**config.mk**
```make
export PLATFORM = sky130hd
export DESIGN_NAME = mcu_spi
export DESIGN_NICKNAME = d
export VERILOG_FILES = /design/src/rtl/mcu_spi.sv
export SDC_FILE = /design/constraint.sdc
export NUM_CORES = 1
export LEC_CHECK = 0
export ABC_AREA = 0
export CAP_MARGIN = 20
export CORE_ASPECT_RATIO = 1.5
export CORE_MARGIN = 2
export CORE_UTILIZATION = 39
export CTS_BUF_LIST = sky130_fd_sc_hd__clkbuf_4 sky130_fd_sc_hd__clkbuf_8
export CTS_CLUSTER_SIZE = 16
export DETAILED_ROUTE_END_ITERATION = 10
export GPL_ROUTABILITY_DRIVEN = 0
export GPL_TIMING_DRIVEN = 0
export RECOVER_POWER = 50
export SYNTH_ARGS = -nofsm -noshare
export SYNTH_HDL_FRONTEND = slang
export SYNTH_SLANG_ARGS = --single-unit
```
**constraint.sdc**
```tcl
create_clock -name clk -period 4.6 [get_ports clk]
set_clock_uncertainty 0.2 [all_clocks]
set_input_delay 0.69 -clock clk [delete_from_list [all_inputs] [get_ports clk]]
set_output_delay 0.69 -clock clk [all_outputs]
set_load 0.02 [all_outputs]
```
**src/rtl/mcu_spi.sv**
```systemverilog
// SPI slave (mode 0) bridging the companion MCU to the OSD, HID and SD-card consumers.
// One chip-select assertion is one frame: a target byte, then payload bytes forwarded as strobes.
module mcu_spi #(
    parameter logic [7:0] HID_ID    = 8'd1,
    parameter logic [7:0] OSD_ID    = 8'd2,
    parameter logic [7:0] SDC_ID    = 8'd3,
    parameter logic [7:0] SIGNATURE = 8'h5C
) (
    input  logic       clk,
    input  logic       reset,
    input  logic       spi_io_ss,
    input  logic       spi_io_clk,
    input  logic       spi_io_din,
    output logic       spi_io_dout,
    output logic       mcu_hid_strobe,
    output logic       mcu_osd_strobe,
    output logic       mcu_sdc_strobe,
    output logic       mcu_start,
    output logic [7:0] mcu_dout,
    input  logic [7:0] mcu_hid_din,
    input  logic [7:0] mcu_sdc_din
);

    typedef enum logic [1:0] {IDLE, TARGET, DATA} state_t;
    typedef enum logic [1:0] {TGT_NONE, TGT_HID, TGT_OSD, TGT_SDC} target_t;

    state_t     state;
    target_t    target;
    logic       ss_s1, ss_s2, ss_q;
    logic       sck_s1, sck_s2, sck_q;
    logic       din_s1, din_s2;
    logic [2:0] cnt;
    logic [7:0] rx_sr;
    logic [7:0] tx_sr;
    logic       first;
    logic       pend_valid;
    target_t    pend_tgt;
    logic       pend_start;
    logic [7:0] pend_byte;

    logic       ss_fall, sck_rise, sck_fall;
    logic [7:0] rx_byte;

    // Synchronisers reset low so a reset inside a frame (ss still low) cannot fake a new ss fall.
    always_ff @(posedge clk) begin
        if (reset) begin
            ss_s1  <= 1'b0;
            ss_s2  <= 1'b0;
            ss_q   <= 1'b0;
            sck_s1 <= 1'b0;
            sck_s2 <= 1'b0;
            sck_q  <= 1'b0;
            din_s1 <= 1'b0;
            din_s2 <= 1'b0;
        end else begin
            ss_s1  <= spi_io_ss;
            ss_s2  <= ss_s1;
            ss_q   <= ss_s2;
            sck_s1 <= spi_io_clk;
            sck_s2 <= sck_s1;
            sck_q  <= sck_s2;
            din_s1 <= spi_io_din;
            din_s2 <= din_s1;
        end
    end

    assign ss_fall     = ss_q & ~ss_s2;
    assign sck_rise    = sck_s2 & ~sck_q;
    assign sck_fall    = ~sck_s2 & sck_q;
    assign rx_byte     = {rx_sr[6:0], din_s2};
    assign spi_io_dout = tx_sr[7];

    function automatic target_t decode(input logic [7:0] b);
        if (b == HID_ID)      return TGT_HID;
        else if (b == OSD_ID) return TGT_OSD;
        else if (b == SDC_ID) return TGT_SDC;
        else                  return TGT_NONE;
    endfunction

    function automatic logic [7:0] reply(input target_t t, input logic [7:0] hid, input logic [7:0] sdc);
        case (t)
            TGT_HID: return hid;
            TGT_SDC: return sdc;
            default: return 8'h00;
        endcase
    endfunction

    always_ff @(posedge clk) begin
        if (reset) begin
            state          <= IDLE;
            target         <= TGT_NONE;
            cnt            <= 3'd0;
            rx_sr          <= 8'h00;
            tx_sr          <= 8'h00;
            first          <= 1'b0;
            pend_valid     <= 1'b0;
            pend_tgt       <= TGT_NONE;
            pend_start     <= 1'b0;
            pend_byte      <= 8'h00;
            mcu_hid_strobe <= 1'b0;
            mcu_osd_strobe <= 1'b0;
            mcu_sdc_strobe <= 1'b0;
            mcu_start      <= 1'b0;
            mcu_dout       <= 8'h00;
        end else begin
            mcu_hid_strobe <= pend_valid && (pend_tgt == TGT_HID);
            mcu_osd_strobe <= pend_valid && (pend_tgt == TGT_OSD);
            mcu_sdc_strobe <= pend_valid && (pend_tgt == TGT_SDC);
            mcu_start      <= pend_valid && pend_start;
            if (pend_valid) mcu_dout <= pend_byte;
            pend_valid <= 1'b0;

            case (state)
                IDLE: begin
                    if (ss_fall) begin
                        state  <= TARGET;
                        target <= TGT_NONE;
                        cnt    <= 3'd0;
                        first  <= 1'b0;
                        tx_sr  <= SIGNATURE;
                    end
                end
                TARGET, DATA: begin
                    if (sck_rise) begin
                        rx_sr <= rx_byte;
                        cnt   <= cnt + 3'd1;
                        if (cnt == 3'd7) begin
                            if (state == TARGET) begin
                                target <= decode(rx_byte);
                                first  <= 1'b1;
                                state  <= DATA;
                                tx_sr  <= reply(decode(rx_byte), mcu_hid_din, mcu_sdc_din);
                            end else begin
                                tx_sr <= reply(target, mcu_hid_din, mcu_sdc_din);
                                if (target != TGT_NONE) begin
                                    pend_valid <= 1'b1;
                                    pend_tgt   <= target;
                                    pend_start <= first;
                                    pend_byte  <= rx_byte;
                                end
                                first <= 1'b0;
                            end
                        end
                    // The fall right after the 8th rise must not shift out the freshly loaded reply MSB.
                    end else if (sck_fall && cnt != 3'd0) begin
                        tx_sr <= {tx_sr[6:0], 1'b0};
                    end
                    if (ss_s2) state <= IDLE;
                end
                default: state <= IDLE;
            endcase
        end
    end

endmodule

```
==> reports/metrics.yaml <==
run_status:
  run_status: "finished clean"
clock_tree:
  cts-resized-gates: 0
  insertion_delay_ns: 0.31
  clk_path_buf_depth: 2
  root_buffer: "clkbuf_8"
  clock_sinks: 55
  tritoncts: "yes"
  holdBufCountCts: 0
  post-cts-setup-buffers: 0
  clk_pin_slew_ns: 0.10
  h-tree-depth: 2
  cts_inserted_buffers: 5
final_layout:
  syn_to_final_growth_pct: 19.4
  final_nets: 329
  n_antenna_cell: 0
  layout-drive-gt1-share_pct: 6.91
  fin_util_pct: 48.2
route:
  wire_per_inst_um: 15.2
  antenna_left: 0
  drt_first_pass_iters: 4
  vias_per_cell: 5.33
  routed_wl_um: 5750
  route.detailed.drc: 0
  drt-initial-drc-count: 156
  num_vias: 2015
floorplanning:
  io-pin-count: 34
  rows: 35
  die_h_um: 102
  die_area_sq_um: 7060
  fp.coreArea_sq_um: 6170
  start_util_pct: 40.4
  die_w_um: 69.3
placement:
  io_buffers: 32
  hpwl_um: 4220
global_routing:
  grt_pass1_wl_um: 9420
  overflow: 0
  grt_pass1_vias: 1955
  antenna_found_initial: 0
  grt_max_degree: 19
  grt_usage_pct: 16.9
logic_synthesis:
  synth_xor_area_share_pct: 0
  synth_adder_area_share_pct: 2.51
  yosys-mux-area-fraction_pct: 14.9
  synth_top_family_by_area: "simple AND/OR/NAND/NOR gates"
  yosys_warnings: 0
  synth_nets: 290
  synthCells: 264
  synth_edf_count: 0
  synth_compound_area_share_pct: 14.5
  avgSynthCellArea_sq_um: 9.44
  yosysUniqueCellTypes: 44
  async_flop_share_pct: 0
  yosysSeqAreaShare_pct: 44.2
  netlist_area_sq_um: 2490
  synth-main-ff-cell: "dfxtp_1"
  synth-simple-area-share_pct: 19.8
  ys_ff_latch: 55
timing:
  fmax_ghz: 0.358
  finalCritPeriodShare_pct: 60.8
  hold_viol: 0
  fin_tns_setup_ns: 0
  rsz0062_at_grt: "no"
  tightest_slew_ns: 0.691
  drv_slew: 0
  setup_viol: 0
  fin_crit_ns: 2.79
  slew_headroom_pct: 53.3
setup_path:
  worstSetupStartpointType: "flop"
  worst_ep_required_time_ns: 4.59
  worstSetupPathType: "reg2reg"
  crit_path_max_fanout: 10
  cp_data_arrival_time_ns: 2.79
  crit_path_end_kind: "flop"
power:
  ir_worst_vdd_mv: 0.200
  power.leakage_nw: 1.03
  power.density_nw_per_um2: 291
run:
  maxCapViolations: 0
worst_hold_path:
  min_path_type: "reg2reg"
-- critical path, stage by stage, from the launching register on --
cell,delay (ns)
dfxtp_1,0.36
inv_1,0.05
ha_1,0.29
nand3b_1,0.22
nor4b_1,0.64
clkbuf_1,0.59
mux2i_1,0.26
nor2_1,0.05
-- cells by family after synthesis --
| group | after synthesis |
|---|---|
| flip-flops | 55 |
| buffers and inverters | 24 |
| multiplexers | 37 |
| adder cells (fa/ha/maj) | 5 |
| AO/OA/AOI/OAI | 50 |
| AND/OR/NAND/NOR | 93 |
-- layout by cell type, fill, tap and decap left out, types with 2 or more instances in the layout --
master	netlist	routed
buf_2	3	3
o41ai_1	3	3
ha_1	5	5
o221a_2	4	4
o21ai_0	4	4
and2_1	2	2
nand4_1	2	2
nand2b_1	5	5
nor2_1	27	27
nor2b_1	11	11
nor3_1	3	3
inv_1	7	7
clkinv_4	0	2
nand3b_1	3	3
or3_1	3	3
dfxtp_1	55	55
o311ai_0	3	3
and3_1	3	3
clkbuf_8	0	5
mux2i_1	36	36
clkbuf_1	10	13
a21oi_1	18	18
clkdlybuf4s50_1	0	23
o211ai_1	4	4
nand3_1	3	3
nand2_1	23	23
a311oi_1	3	3
dlygate4sd3_1	0	9
o31ai_1	4	4
-- registers in the layout, summed over array words and instances (netlist names), 2 cells and up --
signal and cells:
target 2, state 2, pend_tgt 2, cnt 3, tx_sr 8, rx_sr 7
pend_byte 8, mcu_dout 8
-- where the power goes --
part	internal (W)	switching (W)	total (W)
Clock	0.000109	0.000161	0.000271
Sequential	0.000485	0.00000642	0.000492
Combinational	0.0000425	0.0000624	0.000105
-- final cells by class --
cell class,instances,area [sq um]
fillers,619,3200
plain buffers,16,63.8
inverters,8,30.0
repair buffers,32,320
multi-input cells,185,1270
clock buffers,5,68.8
well taps,74,92.6
flip-flops and latches,55,1100
clock inverters,3,25.0
-- worst paths after layout --
| kind | slack, ns | start | end | depth (start not counted) |
|---|---|---|---|---|
| setup reg to reg | 1.81 | state[0] | pend_byte[0] | 7 |
| hold / removal | 0.25 | ss_s1 | ss_s2 | 1 |
| hold reg to reg | 0.25 | ss_s1 | ss_s2 | 1 |
| setup / recovery | 1.81 | state[0] | pend_byte[0] | 7 |
-- metal layers --
metal	GRT usage, %	up-vias	share of wire (%)
li1	-	1021	-
met1	19.7	937	42
met2	30.5	47	51
met3	2.66	10	4.1
met4	7.54	0	2.3
met5	0	-	0
-- cell usage after synthesis, types with 2 or more instances --
master | number | share of area [%]
o41ai_1 | 3 | 1.1
nor2b_1 | 11 | 2.8
nand4_1 | 2 | 0.50
buf_2 | 3 | 0.60
or3_1 | 3 | 0.75
o31ai_1 | 4 | 1.2
nand3_1 | 3 | 0.60
nand2b_1 | 5 | 1.3
nor3_1 | 3 | 0.60
o211ai_1 | 4 | 1.2
and2_1 | 2 | 0.50
o21ai_0 | 4 | 0.80
mux2i_1 | 36 | 14
o311ai_0 | 3 | 1.1
buf_4 | 2 | 0.60
nand2_1 | 23 | 3.5
a311oi_1 | 3 | 1.1
nand3b_1 | 3 | 0.90
a21oi_1 | 18 | 3.6
clkbuf_1 | 10 | 1.5
dfxtp_1 | 55 | 44
ha_1 | 5 | 2.5
inv_1 | 7 | 1.1
nor2_1 | 27 | 4.1
and3_1 | 3 | 0.75
o221a_2 | 4 | 1.8
-- metrics by stage --
stage	cell area (sq um)	setup slack [ns]	total power [W]	std cells	hold WS, ns
2_1_floorplan	2490	2.58	0.000567	264	0.214
3_3_place_gp	2910	2.27	0.000608	370	0.215
3_5_place_dp	2910	2.29	0.000609	370	0.225
4_1_cts	3000	2.26	0.000882	378	0.247
5_1_grt	2980	1.63	0.000908	378	0.255
6_report	2980	1.81	0.000867	378	0.247
No activity file was read; power rests on OpenSTA's default activity.
